[config.mk]
export PLATFORM = sky130hd
export DESIGN_NAME = mesi_snoop_ctrl
export DESIGN_NICKNAME = d
export VERILOG_FILES = /design/src/rtl/mesi_pkg.sv /design/src/rtl/mesi_snoop_lookup.sv /design/src/rtl/mesi_snoop_ctrl.sv
export SDC_FILE = /design/constraint.sdc
export NUM_CORES = 1
export LEC_CHECK = 0
export CORE_MARGIN = 2
export CORE_UTILIZATION = 53
export CTS_CLUSTER_DIAMETER = 50
export DETAILED_ROUTE_END_ITERATION = 6
export MAX_ROUTING_LAYER = met4
export PLACE_DENSITY = 0.89
export SLEW_MARGIN = 20
export SYNTH_ARGS = -nofsm -noshare
export SYNTH_HDL_FRONTEND = slang
export SYNTH_SLANG_ARGS = --single-unit
[constraint.sdc]
create_clock -name CLK -period 3.8 [get_ports CLK]
set_input_delay 0.76 -clock CLK [delete_from_list [all_inputs] [get_ports CLK]]
set_output_delay 0.76 -clock CLK [all_outputs]
set_load 0.1 [all_outputs]
[src/rtl/mesi_pkg.sv]
// mesi_pkg: shared encodings for the MESI snooping controller.
//   ST_*   : per-line coherence state codes (one-hot-ish, 3 bits, 000 and
//            101-111 are illegal and never stored)
//   OP_*   : bus snoop op codes
//   fsm_e  : controller FSM encoding
//   state_legal() : filters processor-side state writes
package mesi_pkg;

  localparam logic [2:0] ST_I = 3'b001;
  localparam logic [2:0] ST_S = 3'b010;
  localparam logic [2:0] ST_E = 3'b011;
  localparam logic [2:0] ST_M = 3'b100;

  localparam logic [1:0] OP_NONE = 2'b00;
  localparam logic [1:0] OP_RD   = 2'b01;
  localparam logic [1:0] OP_RDX  = 2'b10;
  localparam logic [1:0] OP_INV  = 2'b11;

  typedef enum logic {
    FSM_IDLE = 1'b0,
    FSM_WB   = 1'b1
  } fsm_e;

  function automatic logic state_legal(input logic [2:0] s);
    return (s == ST_I) || (s == ST_S) || (s == ST_E) || (s == ST_M);
  endfunction

endpackage

[src/rtl/mesi_snoop_lookup.sv]
// mesi_snoop_lookup: combinational tag compare for the line selected by the
// snoop index.
//   line_state_i : stored state of the indexed line
//   line_tag_i   : stored tag of the indexed line
//   snoop_tag_i  : tag of the bus address
//   hit_o        : line valid (not I) and tag matches
//   hit_state_o  : stored state, meaningful only when hit_o
module mesi_snoop_lookup
  import mesi_pkg::*;
#(
  parameter int TAG_W = 8
) (
  input  logic [2:0]       line_state_i,
  input  logic [TAG_W-1:0] line_tag_i,
  input  logic [TAG_W-1:0] snoop_tag_i,
  output logic             hit_o,
  output logic [2:0]       hit_state_o
);

  assign hit_o       = (line_state_i != ST_I) && (line_tag_i == snoop_tag_i);
  assign hit_state_o = line_state_i;

endmodule

[src/rtl/mesi_snoop_ctrl.sv]
// mesi_snoop_ctrl: bus-side MESI controller for a direct-mapped cache of
// NUM_LINES tag-matched lines.
//   CLK, CLR          : clock, synchronous active-high reset
//   snoop_*           : bus snoop request (valid/ready handshake, op, idx, tag)
//   upd_*             : processor-side state/tag write, upd_retry when dropped
//   abort_mem, wb_*   : write-back handshake raised on a snoop hit to M
//   line_state        : packed per-line state, line i at [3*i+:3]
// Optional feature macro: MESI_SHARED_LINE_EN adds output snoop_shared, high
// when an accepted BusRd hits a valid line so the requester installs S.
module mesi_snoop_ctrl
  import mesi_pkg::*;
#(
  parameter  int NUM_LINES = 4,
  parameter  int TAG_W     = 8,
  localparam int IDX_W     = $clog2(NUM_LINES)
) (
  input  logic                   CLK,
  input  logic                   CLR,
  input  logic                   snoop_valid,
  input  logic [1:0]             snoop_op,
  input  logic [IDX_W-1:0]       snoop_idx,
  input  logic [TAG_W-1:0]       snoop_tag,
  output logic                   snoop_ready,
  input  logic                   upd_valid,
  input  logic [IDX_W-1:0]       upd_idx,
  input  logic [TAG_W-1:0]       upd_tag,
  input  logic [2:0]             upd_state,
  output logic                   upd_retry,
  output logic                   abort_mem,
  output logic                   wb_req,
  output logic [IDX_W-1:0]       wb_idx,
  output logic [TAG_W-1:0]       wb_tag,
  input  logic                   wb_ack,
`ifdef MESI_SHARED_LINE_EN
  output logic                   snoop_shared,
`endif
  output logic [3*NUM_LINES-1:0] line_state
);

  logic [NUM_LINES-1:0][2:0]       state_q, state_d;
  logic [NUM_LINES-1:0][TAG_W-1:0] tag_q, tag_d;
  fsm_e                            fsm_q, fsm_d;
  logic [IDX_W-1:0]                wb_idx_q, wb_idx_d;
  logic [TAG_W-1:0]                wb_tag_q, wb_tag_d;
  logic                            pend_rdx_q, pend_rdx_d;

  logic       hit;
  logic [2:0] hit_state;
  logic       snoop_acc;
  logic       upd_conflict;

  mesi_snoop_lookup #(.TAG_W(TAG_W)) u_lookup (
    .line_state_i (state_q[snoop_idx]),
    .line_tag_i   (tag_q[snoop_idx]),
    .snoop_tag_i  (snoop_tag),
    .hit_o        (hit),
    .hit_state_o  (hit_state)
  );

  assign snoop_ready = (fsm_q == FSM_IDLE);
  assign snoop_acc   = snoop_valid && snoop_ready && hit && (snoop_op != OP_NONE);

  // The snoop owns the line it touches: in IDLE the accepted snoop's line,
  // in WB the line being written back. A colliding upd is dropped whole.
  assign upd_conflict = upd_valid &&
                        ((snoop_acc && (upd_idx == snoop_idx)) ||
                         ((fsm_q == FSM_WB) && (upd_idx == wb_idx_q)));
  assign upd_retry    = upd_conflict;

  always_comb begin
    state_d    = state_q;
    tag_d      = tag_q;
    fsm_d      = fsm_q;
    wb_idx_d   = wb_idx_q;
    wb_tag_d   = wb_tag_q;
    pend_rdx_d = pend_rdx_q;

    if (upd_valid && !upd_conflict && state_legal(upd_state)) begin
      state_d[upd_idx] = upd_state;
      tag_d[upd_idx]   = upd_tag;
    end

    case (fsm_q)
      FSM_IDLE: begin
        if (snoop_acc) begin
          if ((hit_state == ST_M) && (snoop_op != OP_INV)) begin
            // Dirty data must reach memory first; line stays M until ack.
            fsm_d      = FSM_WB;
            wb_idx_d   = snoop_idx;
            wb_tag_d   = snoop_tag;
            pend_rdx_d = (snoop_op == OP_RDX);
          end else begin
            state_d[snoop_idx] = (snoop_op == OP_RD) ? ST_S : ST_I;
          end
        end
      end
      FSM_WB: begin
        if (wb_ack) begin
          state_d[wb_idx_q] = pend_rdx_q ? ST_I : ST_S;
          fsm_d             = FSM_IDLE;
        end
      end
      default: fsm_d = FSM_IDLE;
    endcase
  end

  always_ff @(posedge CLK) begin
    if (CLR) begin
      state_q    <= {NUM_LINES{ST_I}};
      tag_q      <= '0;
      fsm_q      <= FSM_IDLE;
      wb_idx_q   <= '0;
      wb_tag_q   <= '0;
      pend_rdx_q <= 1'b0;
    end else begin
      state_q    <= state_d;
      tag_q      <= tag_d;
      fsm_q      <= fsm_d;
      wb_idx_q   <= wb_idx_d;
      wb_tag_q   <= wb_tag_d;
      pend_rdx_q <= pend_rdx_d;
    end
  end

  assign abort_mem  = (fsm_q == FSM_WB);
  assign wb_req     = (fsm_q == FSM_WB);
  assign wb_idx     = wb_idx_q;
  assign wb_tag     = wb_tag_q;
  assign line_state = state_q;

`ifdef MESI_SHARED_LINE_EN
  assign snoop_shared = snoop_valid && snoop_ready && hit && (snoop_op == OP_RD);
`endif

endmodule

# Word-level counts from Yosys, hierarchy flattened
# Index checks and enable logic that the tools add are counted.
# totals
in_bits	30
ff_bits	56
latch_bits	0
mem_count	0
rom_bits	0
ramBits	0
# classes
eq_ne	12
add_sub_neg	0
muxes	27
n_div	0
reduce_logical	20
multipliers	0
bitwise_logic	1
magnitude_cmp	6
n_shift	0
# ops
op	count
12-bit two-way mux	4
12-bit bitwise mux	3
32-bit bitwise mux	1
12-bit one-hot mux with 2 select lines	1
3-bit demux with 2-bit select	3
8-bit binary-select mux with 2-bit select	1
8-bit demux with 2-bit select	1
8-bit two-way mux	2
1-bit logical AND	13
3-bit two-way mux	4
2-bit by 3-bit less-than comparator with 1-bit output, second input constant	3
8-bit == test	1
3-bit binary-select mux with 2-bit select	1
3-bit by 2-bit == test with 1-bit output, second input constant	2
3-bit == test, second input constant	2
2-bit by 1-bit >= comparator with 1-bit output, second input constant	3
2-bit == test	2
1-bit logical OR	4
2-bit two-way mux	2
3-bit by 1-bit == test with 1-bit output, second input constant	1
1-bit two-way mux	3
3-bit by 1-bit != test with 1-bit output, second input constant	1
3-bit AND reduction	1
2-bit by 1-bit == test with 1-bit output, second input constant	1
6 further kinds	6

# Logic depth before layout (Yosys ltp)
# Gate-level depths: netlist of the first run.
# depth
word_depth	17
ltp_mapped	11
ltp_nobuf	7

# By module
# Synthesis of the first run repeated with hierarchy kept, for this count alone.
# unflattened
cells_unflattened	353
area_unflattened_um2	3131.8
# by_module_without_submodules
mod	cells_each	instances	area_each_um2
mesi_snoop_ctrl	338	1	3014.1
mesi_snoop_lookup	15	1	117.6

# Worst setup path after synthesis of the first run
# OpenSTA, ideal clock, no wires.
# synth_path
path_kind	flip-flop to output port
start	register fsm_q (netlist: abort_mem)
end	output upd_retry
setup_slack_ns	-1.490
path_buffers	2
stages_incl_launch_ff	9
arrival_ns	4.530
cell_sequence	dfxtp_1 inv_1 o211ai_1 or4_4 nand4bb_4 or3_1 buf_2 buf_2 a21boi_1
# synth_between
elab_chain_len	7
word_cells_on_any_way	8
classes_between	1 x bitwise; 7 x reduce/logical
# synth_rtl
item	line_no	source
start: declaration	mesi_snoop_ctrl.sv:42	fsm_e fsm_q, fsm_d;
start signal: assignment	mesi_snoop_ctrl.sv:118	fsm_q <= fsm_d;
1-bit inverter	-	
net snoop_ready	mesi_snoop_ctrl.sv:23	output logic snoop_ready,
1-bit logical AND (3 in a row)	mesi_snoop_ctrl.sv:61	assign snoop_acc = snoop_valid && snoop_ready && hit && (snoop_op != OP_NONE);
1-bit logical AND	mesi_snoop_ctrl.sv:66	((snoop_acc && (upd_idx == snoop_idx)) ||
1-bit logical OR	mesi_snoop_ctrl.sv:66	
1-bit logical AND	mesi_snoop_ctrl.sv:65	assign upd_conflict = upd_valid &&
end: declaration	mesi_snoop_ctrl.sv:28	output logic upd_retry,
# The timed path passes the listed nets, and every way through them passes these cells.

# Worst setup path after layout of the first run
# layout_path
start	input snoop_idx[0]
end	output upd_retry
# layout_between
elab_chain_len	9
word_cells_on_any_way	13
classes_between	3 x eq/ne; 4 x mux; 6 x reduce/logical
# layout_rtl
item	line_no	source
start: declaration	mesi_snoop_ctrl.sv:21	input logic [IDX_W-1:0] snoop_idx,
8-bit binary-select mux with 2-bit select or 3-bit binary-select mux with 2-bit select (tied branches)	mesi_snoop_ctrl.sv:54, mesi_snoop_ctrl.sv:53	
8-bit two-way mux (implied by the code) or 3-bit two-way mux (tied branches)	mesi_snoop_ctrl.sv:54, mesi_snoop_ctrl.sv:53	
8-bit == test or 3-bit by 1-bit != test with 1-bit output (tied branches)	mesi_snoop_lookup.sv:20	assign hit_o = (line_state_i != ST_I) && (line_tag_i == snoop_tag_i);
1-bit logical AND	mesi_snoop_lookup.sv:20	
1-bit logical AND (2 in a row)	mesi_snoop_ctrl.sv:61	
1-bit logical AND *	mesi_snoop_ctrl.sv:66	
1-bit logical OR *	mesi_snoop_ctrl.sv:66	
1-bit logical AND *	mesi_snoop_ctrl.sv:65	
# Every way passes the cells marked *; elsewhere a longest branch is shown, timed or not. The select of a mux whose other input is x is not followed.

==> flow_summary_export.csv, run 1 <==
group,metric,value,unit
outcome,outcome,"complete, no violations",
clocking,cts_num_sinks,56,
synth,synth_top_area_share,36.2,%
timing,fin_crit_sh,97.3,%
synth,synth_top_family_by_area,"compound AO/OA/AOI/OAI gates",
floorplan,die_x,80.4,µm
setup_path,required,3.04,ns
power_and_ir_drop,leakagePower,1.51,nW
clocking,h-tree-depth,2,
synth,synth_xor_area_share,3.68,%
setup_path,cp-end-kind,"output port",
timing,rsz0062_at_grt,"false",
synth,synth.ff_latch_count,56,
synth,synth_compound_area_share,21.4,%
setup_path,path_cells,"clkbuf_2 > buf_6 > mux2i_2 > mux2_4 > o221a_2 > a211o_1 > or3_4 > a21boi_4 > buf_12",
timing,drv_slew,0,
synth,synth_largest_area_cell,"dfxtp_1",
timing,tightest_slew,0.980,ns
placement,gp_congestion,0.975,
timing,fin_crit,3.70,ns
timing,fin_skew,0.00851,ns
synth,synthesis.nets,395,
synth,yosysMostFrequentCell,"dfxtp_1",
synth,synth.yosys.warnings,0,
setup_path,worst_path_largest_cell_delay,0.43,ns
floorplan,initial_core_util,55.6,%
synth,syn_area,3100,µm²
floorplan,rows,27,
clocking,cts_tree,"done",
timing,finalHoldViolCount,0,
global_route,antenna_found_initial,0,
drt,via_count,3314,
synth,ys_async_sr_fraction,0,%
placement,dp.cells,494,
drt,drt_wl_total,9.81,mm
power_and_ir_drop,ir_worst_vdd,0.000207,V
placement,place_area,3880,µm²
synth,synth.area.top_cells,"dfxtp_1 (36%), mux2i_1 (8.4%), nand3_1 (7.3%)",
synth,ys_top_cells_by_count,"dfxtp_1 (56), nand3_1 (45), a21oi_1 (39), o21ai_0 (39), mux2i_1 (26)",
floorplan,die-area,6470,µm²
setup_path,cpLargestDelayFamily,"compound AO/OA/AOI/OAI gates",
drt,drcViolationCount,0,
finish,fin_area,4030,µm²
setup_path,worstPathArrival,2.94,ns
synth,synth_ff_type,"dfxtp_1",
setup_path,path_buf_inv,3,
finish,nets,461,
timing,slew_headroom,34.5,%
drt,wl_per_cell,19.5,µm
job,maxCapViolations,0,
timing,fmax,0.271,GHz
hold_path,holdCritPathClass,"reg -> reg",
floorplan,die_height,80.4,µm
synth,yosysSeqAreaShare,36.2,%
global_route,grt_max_degree,46,
synth,netlist_instances,365,
clocking,cts.path.max_buffers,2,
finish,instances_no_fill,504,
synth,syn_avg_cell_area,8.48,µm²
setup_path,cp-start-kind,"input port",
finish,syn2layout_area_growth,30.2,%
timing,tns,0,ns
drt,routed_via_density,6.58,
clocking,clk_latency,0.32,ns
global_route,first_global_vias,3095,
global_route,grt_pass1_wl,15.0,mm
finish,antenna_cells,0,
setup_path,slowest_stage,"or3_4",
synth,synth.area.mux_share,12.4,%
synth,synth-edff-count,0,
clocking,path_clk_slew,0.10,ns
timing,hold_slack,0.492,ns
floorplan,ios,56,
synth,synth.distinct_cells,52,
global_route,grt_usage,31.0,%
clocking,cts_setup_buffers,0,
drt,drt_iter0_drc,479,
global_route,grt_overflow,0,
placement,pre_cts_ws,-0.296,ns
setup_path,path_max_fanout,5,
drt,first_pass_iters,5,
power_and_ir_drop,power.density,289,nW/µm²
finish,fillers,401,
clocking,cts.root.buffer_cell,"clkbuf_8",
synth,synth_simple_gate_area_share,21.1,%
placement,hpwl,6.74,mm
setup_path,crit_type,"in -> out",
finish,drive_above_1_share,15.5,%
timing,setup_viol,0,
timing,fin_ws,0.103,ns
drt,drtAntennaViolNets,0,
clocking,cts_buffers,5,
floorplan,design.core.area,5570,µm²
synth,synth-adder-area-share,0,%
placement,numPortBuffers,55,
## power breakdown
group	leakage (nW)	switching (mW)	internal, mW	total, mW
registers	0.453	0.00983	0.599	0.609
logic	1.02	0.126	0.0959	0.222
clock network	0.0414	0.202	0.132	0.334
## layout make-up
cell class	count	area, µm²	area share [%]
Clock buffer	6	72.6	1.80
Timing Repair Buffer	89	836	20.7
Multi-Input combinational cell	275	1880	46.5
Clock inverter	2	16.3	0.403
Sequential cell	56	1120	27.8
Tap cell	72	90.1	2.23
Inverter	4	18.8	0.465
## sequential cells by signal, indices dropped and copies added (netlist names)
| signal | flops |
|---|---|
| line_state | 12 |
| abort_mem | 1 |
| wb_tag | 8 |
| pend_rdx_q | 1 |
| tag_q | 32 |
| wb_idx | 2 |
## what timing repair did
item                       CTS  global route
gates resized for setup     10             9
gates cloned                 2             0
hold endpoints to repair     0             0
setup endpoints to repair    1             1
hold buffers                 0             0
## worst reg2reg max path: stages (launching register included)
cell and delay [ns]:
dfxtp_1 0.34, mux2i_2 0.19, mux2_4 0.33, o221a_2 0.27, a211o_1 0.27, buf_4 0.15
nor3_2 0.41, buf_4 0.32, o21ai_0 0.13, a211oi_1 0.24
## cell families after synthesis
group | after synthesis
buf+inv | 34
compound gates | 113
flops | 56
simple gates | 116
mux | 33
xor+xnor | 13
## per-stage QoR
stage / power (mW) / util, %
floorplan: 0.740 / -
global placement: 0.825 / 69.6
detailed placement: 0.830 / 69.6
CTS: 1.16 / 71.9
global route: 1.20 / 72.3
finish: 1.16 / 72.3
## path summary, 6_finish.rpt
kind         slack [ns]  cells after the start    startpoint       endpoint
max                0.10                      9  snoop_idx[0]      upd_retry
min                0.49                      2     tag_q[20]      tag_q[20]
max reg2reg        1.07                      9     tag_q[31]  line_state[8]
min reg2reg        0.49                      2     tag_q[20]      tag_q[20]
## layer usage
metal	vias up	part of all wire (%)	global-route usage [%]
li1	1485	-	-
met1	1531	40	40.7
met2	247	46	47.8
met3	51	11	5.17
met4	0	3.7	12.5
met5	-	0	-
## layout by cell type, fill, tap and decap left out, types with 6 or more instances in the layout
cell type / n
dfxtp_1: 55
xor2_1: 7
a21oi_1: 39
nand3_1: 45
buf_4: 29
o21ai_0: 39
nor2_1: 16
nand2_1: 14
clkdlybuf4s50_1: 50
xnor2_1: 6
mux2i_1: 21
Power figures use the tool's default switching activity.
==> inputs of run 2 (changes only) <==
--- a/config.mk
+++ b/config.mk
@@ -9,6 +9,7 @@
 export CORE_UTILIZATION = 53
 export CTS_CLUSTER_DIAMETER = 50
 export DETAILED_ROUTE_END_ITERATION = 6
+export GPL_ROUTABILITY_DRIVEN = 0
 export MAX_ROUTING_LAYER = met4
 export PLACE_DENSITY = 0.89
 export SLEW_MARGIN = 20
==> run 2 against run 1 <==
Sequential power is essentially flat. Non-clock buffer count shrank 3. Fmax fell by 1.4%. Largest power group unchanged. Register-to-register slack better by 0.10 ns. Global-route usage up 0.57 points. Die area unchanged. Final cell count shrank 0.60%. Critical path type unchanged. Worst hold slack worse by 0.011 ns.
==> flow_summary_export.csv, run 2 (same netlist as run 1, synthesis figures left out) <==
group,metric,value,unit
placement,numPortBuffers,55,
global_route,antenna_found_initial,0,
clocking,cts_num_sinks,56,
setup_path,crit_type,"in -> out",
setup_path,cp-start-kind,"input port",
timing,rsz0062_at_grt,"false",
timing,fin_crit,3.75,ns
setup_path,slowest_stage,"or4_4",
clocking,cts_setup_buffers,0,
setup_path,cp-end-kind,"output port",
timing,drv_slew,0,
finish,max_flop_register,"tag_q",
global_route,grt_usage,31.6,%
floorplan,rows,27,
global_route,grt_pass1_wl,15.3,mm
floorplan,initial_core_util,55.6,%
finish,antenna_cells,0,
setup_path,worstPathArrival,2.99,ns
global_route,grt_max_degree,47,
drt,routed_via_density,6.62,
drt,via_count,3317,
floorplan,design.core.area,5570,µm²
setup_path,path_max_fanout,5,
setup_path,rr_endpoint,"line_state[2]",
global_route,first_global_vias,3212,
setup_path,timing.reg2reg.setup_slack,1.17,ns
clocking,h-tree-depth,2,
clocking,cts_tree,"done",
drt,wl_met2,4.52,mm
clocking,cts.root.buffer_cell,"clkbuf_8",
finish,final_core_util,71.7,%
setup_path,worst_path_largest_cell_delay,0.55,ns
drt,drt_iter0_drc,558,
drt,wl_met3,1.08,mm
finish,nets,458,
finish,drive_above_1_share,13.8,%
timing,fin_skew,0.0114,ns
global_route,grt_overflow,0,
drt,top_layer,"met4",
drt,drt_wl_total,9.74,mm
power_and_ir_drop,leakagePower,1.50,nW
floorplan,die_height,80.4,µm
drt,drcViolationCount,0,
outcome,outcome,"complete, no violations",
drt,wl_per_cell,19.4,µm
timing,slew_headroom,34.7,%
hold_path,holdCritPathClass,"reg -> reg",
clocking,path_clk_slew,0.10,ns
hold_path,hold_start,"tag_q[18]",
setup_path,path_buf_inv,3,
job,maxCapViolations,0,
hold_path,hold-path-endpoint,"tag_q[18]",
hold_path,holdPathStages,2,
clocking,cts.path.max_buffers,2,
power_and_ir_drop,power.density,291,nW/µm²
drt,drtAntennaViolNets,0,
finish,fillers,418,
finish,largest_register_ff_count,32,
clocking,hold_buffers,0,
power_and_ir_drop,ir_worst_vdd,0.000218,V
floorplan,die_x,80.4,µm
floorplan,ios,56,
clocking,clk_latency,0.32,ns
timing,tightest_slew,0.977,ns
setup_path,r2r_start,"tag_q[25]",
drt,first_pass_iters,6,
timing,fin_crit_sh,98.6,%
placement,hpwl,6.63,mm
setup_path,cpLargestDelayFamily,"simple AND/OR/NAND/NOR gates",
setup_path,reg2regPathDepth,8,
timing,fmax,0.267,GHz
finish,final_common_cell,"dfxtp_1",
timing,setup_viol,0,
drt,wirelength_met1,3.78,mm
setup_path,path_cells,"buf_2 > bufbuf_16 > mux2i_1 > and3_1 > or4_4 > nand4bb_4 > or3_4 > a21boi_4 > buf_12",
finish,syn2layout_area_growth,29.1,%
setup_path,required,3.04,ns
power_and_ir_drop,power.total,1.16,mW
clocking,cts_buffers,5,
timing,finalHoldViolCount,0,
finish,layout_common_cells,"dfxtp_1 (55), clkdlybuf4s50_1 (50), nand3_1 (45)",
floorplan,die-area,6470,µm²
==> run 2: per-layer routing <==
layer / global-route usage [%] / vias up
li1: - / 1480
met1: 38.9 / 1531
met2: 48.9 / 250
met3: 6.74 / 56
met4: 16.1 / 0
met5: - / -
==> run 2: timing repair <==
item / in CTS / in global routing
gates resized for setup: 10 / 1
pin swaps: 3 / 2
endpoints found under the hold margin: 0 / 0
setup endpoints to repair: 1 / 1
gates cloned: 1 / 0
==> run 2: worst max path at each step <==
stage | from | endpoint | slack, ns | cells past startpoint
3_5_place_dp | snoop_idx[0] | upd_retry | -0.31 | 9
2_1_floorplan | snoop_idx[0] | upd_retry | -0.11 | 9
5_1_grt | snoop_idx[0] | upd_retry | 0.007 | 9
4_1_cts | snoop_idx[0] | upd_retry | 0.01 | 9
6_report | snoop_idx[0] | upd_retry | 0.05 | 9
3_3_place_gp | snoop_idx[0] | upd_retry | -0.23 | 9
==> run 2: layout make-up <==
class	count	area, µm²	area share, %
multi-input combinational	275	1850	46.2
sequential	56	1120	28.1
timing repair buffer	86	830	20.8
tap	72	90.1	2.25
clock buffer	6	72.6	1.82
inverter	4	18.8	0.469
clock inverter	2	16.3	0.407
==> run 2: worst reg2reg max path, cell delays in order (launching register included) <==
cell and delay [ns]:
dfxtp_1 0.36, mux2i_1 0.10, and3_1 0.20, or4_4 0.55
nand4bb_4 0.22, or3_4 0.37, buf_4 0.29, and3_1 0.24
o211a_1 0.21
==> run 2: per-stage QoR <==
| step | setup slack [ns] | hold WS [ns] | area (µm²) | TNS, ns | cells |
|---|---|---|---|---|---|
| after global placement | -0.228 | 0.461 | 3860 | -0.228 | 492 |
| after floorplan | -0.115 | 0.451 | 3150 | -0.115 | 365 |
| final | 0.0520 | 0.482 | 4000 | 0 | 501 |
| after CTS | 0.0126 | 0.482 | 4000 | 0 | 501 |
| after detailed placement | -0.311 | 0.467 | 3860 | -0.398 | 492 |
| after global routing | 0.00669 | 0.515 | 4000 | 0 | 501 |
==> run 2: report_power, final <==
part | switching, mW | internal, mW | total (mW)
sequential | 0.00910 | 0.599 | 0.608
clock | 0.205 | 0.132 | 0.337
combinational | 0.124 | 0.0959 | 0.219
total | 0.338 | 0.826 | 1.16
==> inputs of run 3 (changes only) <==
--- a/config.mk
+++ b/config.mk
@@ -6,12 +6,13 @@
 export NUM_CORES = 1
 export LEC_CHECK = 0
 export CORE_MARGIN = 2
-export CORE_UTILIZATION = 53
+export CORE_UTILIZATION = 30
 export CTS_CLUSTER_DIAMETER = 50
 export DETAILED_ROUTE_END_ITERATION = 6
 export GPL_ROUTABILITY_DRIVEN = 0
 export MAX_ROUTING_LAYER = met4
-export PLACE_DENSITY = 0.89
+export PLACE_DENSITY = 0.6
+export SKIP_LAST_GASP = 1
 export SLEW_MARGIN = 20
 export SYNTH_ARGS = -nofsm -noshare
 export SYNTH_HDL_FRONTEND = slang
==> constraint.sdc (replaced) <==
create_clock -name CLK -period 3.1 [get_ports CLK]
set_input_delay 0.62 -clock CLK [delete_from_list [all_inputs] [get_ports CLK]]
set_output_delay 0.62 -clock CLK [all_outputs]
set_load 0.1 [all_outputs]
==> run 3 against run 2 <==
The run now ends with negative setup slack left. Clock power up 51%. Cell area up 8.2%. Sequential cell count unchanged. Setup slack worse by 0.26 ns. Sequential power up 23%. Combinational power up 32%. Power up 32%. Worst hold slack better by 0.014 ns. First-iteration DRC count down 66%. Critical path type unchanged. Highest routed layer unchanged.
==> flow_summary_export.csv, run 3 (same netlist as run 1, synthesis figures left out) <==
group,metric,value,unit
drt,drtAntennaViolNets,0,
clocking,h-tree-depth,2,
global_route,grt_pass1_wl,15.4,mm
clocking,clk_latency,0.32,ns
drt,top_layer,"met4",
floorplan,rows,37,
setup_path,crit_type,"in -> out",
placement,numPortBuffers,55,
drt,wirelength_met1,4.53,mm
clocking,cts_num_sinks,56,
clocking,cts.path.max_buffers,2,
finish,antenna_cells,0,
setup_path,slowest_stage,"or3_4",
timing,finalHoldViolCount,0,
setup_path,r2r_start,"tag_q[23]",
global_route,grt_max_degree,47,
timing,fin_crit_sh,107,%
floorplan,ios,56,
outcome,violations,"negative setup slack",
setup_path,worstPathArrival,2.69,ns
outcome,outcome,"finished, violations left",
hold_path,holdCritPathClass,"reg -> reg",
finish,drive_above_1_share,26.2,%
finish,fillers,1012,
drt,wl_met3,602,µm
global_route,grt_overflow,0,
drt,drt_wl_total,9.77,mm
clocking,hold_buffers,0,
finish,syn2layout_area_growth,39.7,%
clocking,cts_tree,"done",
setup_path,required,2.48,ns
timing,fin_skew,0.00798,ns
timing,fmax,0.302,GHz
setup_path,path_buf_inv,3,
floorplan,die_x,106,µm
timing,setup_viol,1,
global_route,antenna_found_initial,0,
finish,final_common_cell,"buf_4",
finish,largest_register_ff_count,32,
power_and_ir_drop,ir_worst_vdd,0.000182,V
hold_path,hold_start,"tag_q[30]",
finish,final_core_util,42.5,%
setup_path,path_cells,"buf_12 > buf_12 > mux2i_4 > mux2_4 > o221a_4 > a211o_1 > or3_4 > a21boi_4 > buf_12",
setup_path,path_max_fanout,5,
drt,first_pass_iters,5,
timing,tightest_slew,0.488,ns
floorplan,die-area,11200,µm²
clocking,cts.root.buffer_cell,"clkbuf_8",
finish,regArea,1120,µm²
timing,drv_slew,0,
timing,slew_headroom,67.2,%
drt,routed_via_density,5.35,
job,maxCapViolations,0,
drt,drt_iter0_drc,190,
timing,rsz0062_at_grt,"true",
drt,wl_per_cell,16.7,µm
clocking,path_clk_slew,0.10,ns
finish,nets,479,
timing,hold_slack,0.495,ns
timing,fin_ws,-0.209,ns
setup_path,cp_common_cell,"buf_12",
drt,via_count,3135,
drt,drcViolationCount,0,
setup_path,crit_path_start,"snoop_idx[0]",
setup_path,cp-end-kind,"output port",
floorplan,die_height,106,µm
setup_path,cpLargestDelayFamily,"compound AO/OA/AOI/OAI gates",
global_route,first_global_vias,2948,
floorplan,design.core.area,10200,µm²
floorplan,initial_core_util,30.4,%
drt,wl_met2,4.46,mm
power_and_ir_drop,leakagePower,1.67,nW
placement,hpwl,6.96,mm
timing,fin_crit,3.31,ns
global_route,grt_usage,17.8,%
finish,multiInputGateArea,1940,µm²
setup_path,cp-start-kind,"input port",
clocking,cts_buffers,5,
finish,max_flop_register,"tag_q",
power_and_ir_drop,power.density,356,nW/µm²
setup_path,worst_path_largest_cell_delay,0.42,ns
finish,layout_common_cells,"buf_4 (69), dfxtp_1 (55), nand3_1 (45)",
-- run 3: cell types whose count changed in the layout (fill, tap and decap cells not counted), sizes merged --
cell and delta:
clkbuf -1, dlygate4sd2 +4, buf +48, bufbuf -1, clkinvlp -1, clkdlybuf4s50 -29
bufinv +1, dlymetal6s2s -1, inv +1
-- run 3: path summary, 6_finish.rpt --
kind / to / slack (ns) / cells past startpoint
max: upd_retry / -0.21 / 9
min: tag_q[30] / 0.50 / 2
max reg2reg: line_state[8] / 0.46 / 10
min reg2reg: tag_q[30] / 0.50 / 2
-- run 3: power by group --
part           total [mW]  switching [mW]  leakage [nW]  internal (mW)
clock               0.508           0.262        0.0600          0.246
combinational       0.288           0.154          1.16          0.135
sequential          0.745          0.0123         0.454          0.733
-- run 3: worst register-to-register path: stages (launching register included) --
cell,delay (ns)
dfxtp_1,0.35
mux2i_4,0.16
mux2_4,0.33
o221a_4,0.24
a211o_1,0.28
buf_4,0.14
buf_4,0.13
nor3_2,0.35
buf_12,0.23
o21ai_0,0.10
a211oi_1,0.24
-- run 3: layout make-up --
cell class | count | share of cell area (%)
Clock buffer | 5 | 1.59
Clock inverter | 3 | 1.07
Inverter | 4 | 0.434
Multi-Input combinational cell | 275 | 44.8
Sequential cell | 56 | 26.0
Tap cell | 136 | 3.93
Timing Repair Buffer | 107 | 22.2
-- run 3: stage by stage --
| stage | worst slack, ns | cells | TNS [ns] | power (mW) | area [µm²] |
|---|---|---|---|---|---|
| floorplan | -0.535 | 365 | -0.535 | 0.906 | 3150 |
| global placement | -0.690 | 570 | -24.14 | 1.02 | 4020 |
| detailed placement | -0.732 | 570 | -27.24 | 1.02 | 4020 |
| CTS | -0.261 | 585 | -0.261 | 1.55 | 4260 |
| global route | -0.255 | 586 | -0.255 | 1.60 | 4330 |
| finish | -0.209 | 586 | -0.209 | 1.54 | 4330 |
-- run 3: layer usage --
| layer | track usage (%) | vias up |
|---|---|---|
| met5 | - | - |
| met4 | 6.58 | 0 |
| met3 | 3.28 | 14 |
| met2 | 26.7 | 126 |
| met1 | 24.0 | 1473 |
| li1 | - | 1522 |
-- run 3: what timing repair did --
item                                   4_1_cts  5_1_grt
pin swaps                                    7        4
setup buffers                                6        1
gates resized for setup                     30       12
gates cloned                                 1        0
endpoints found under the hold margin        0        0
setup endpoints to repair                   56        1
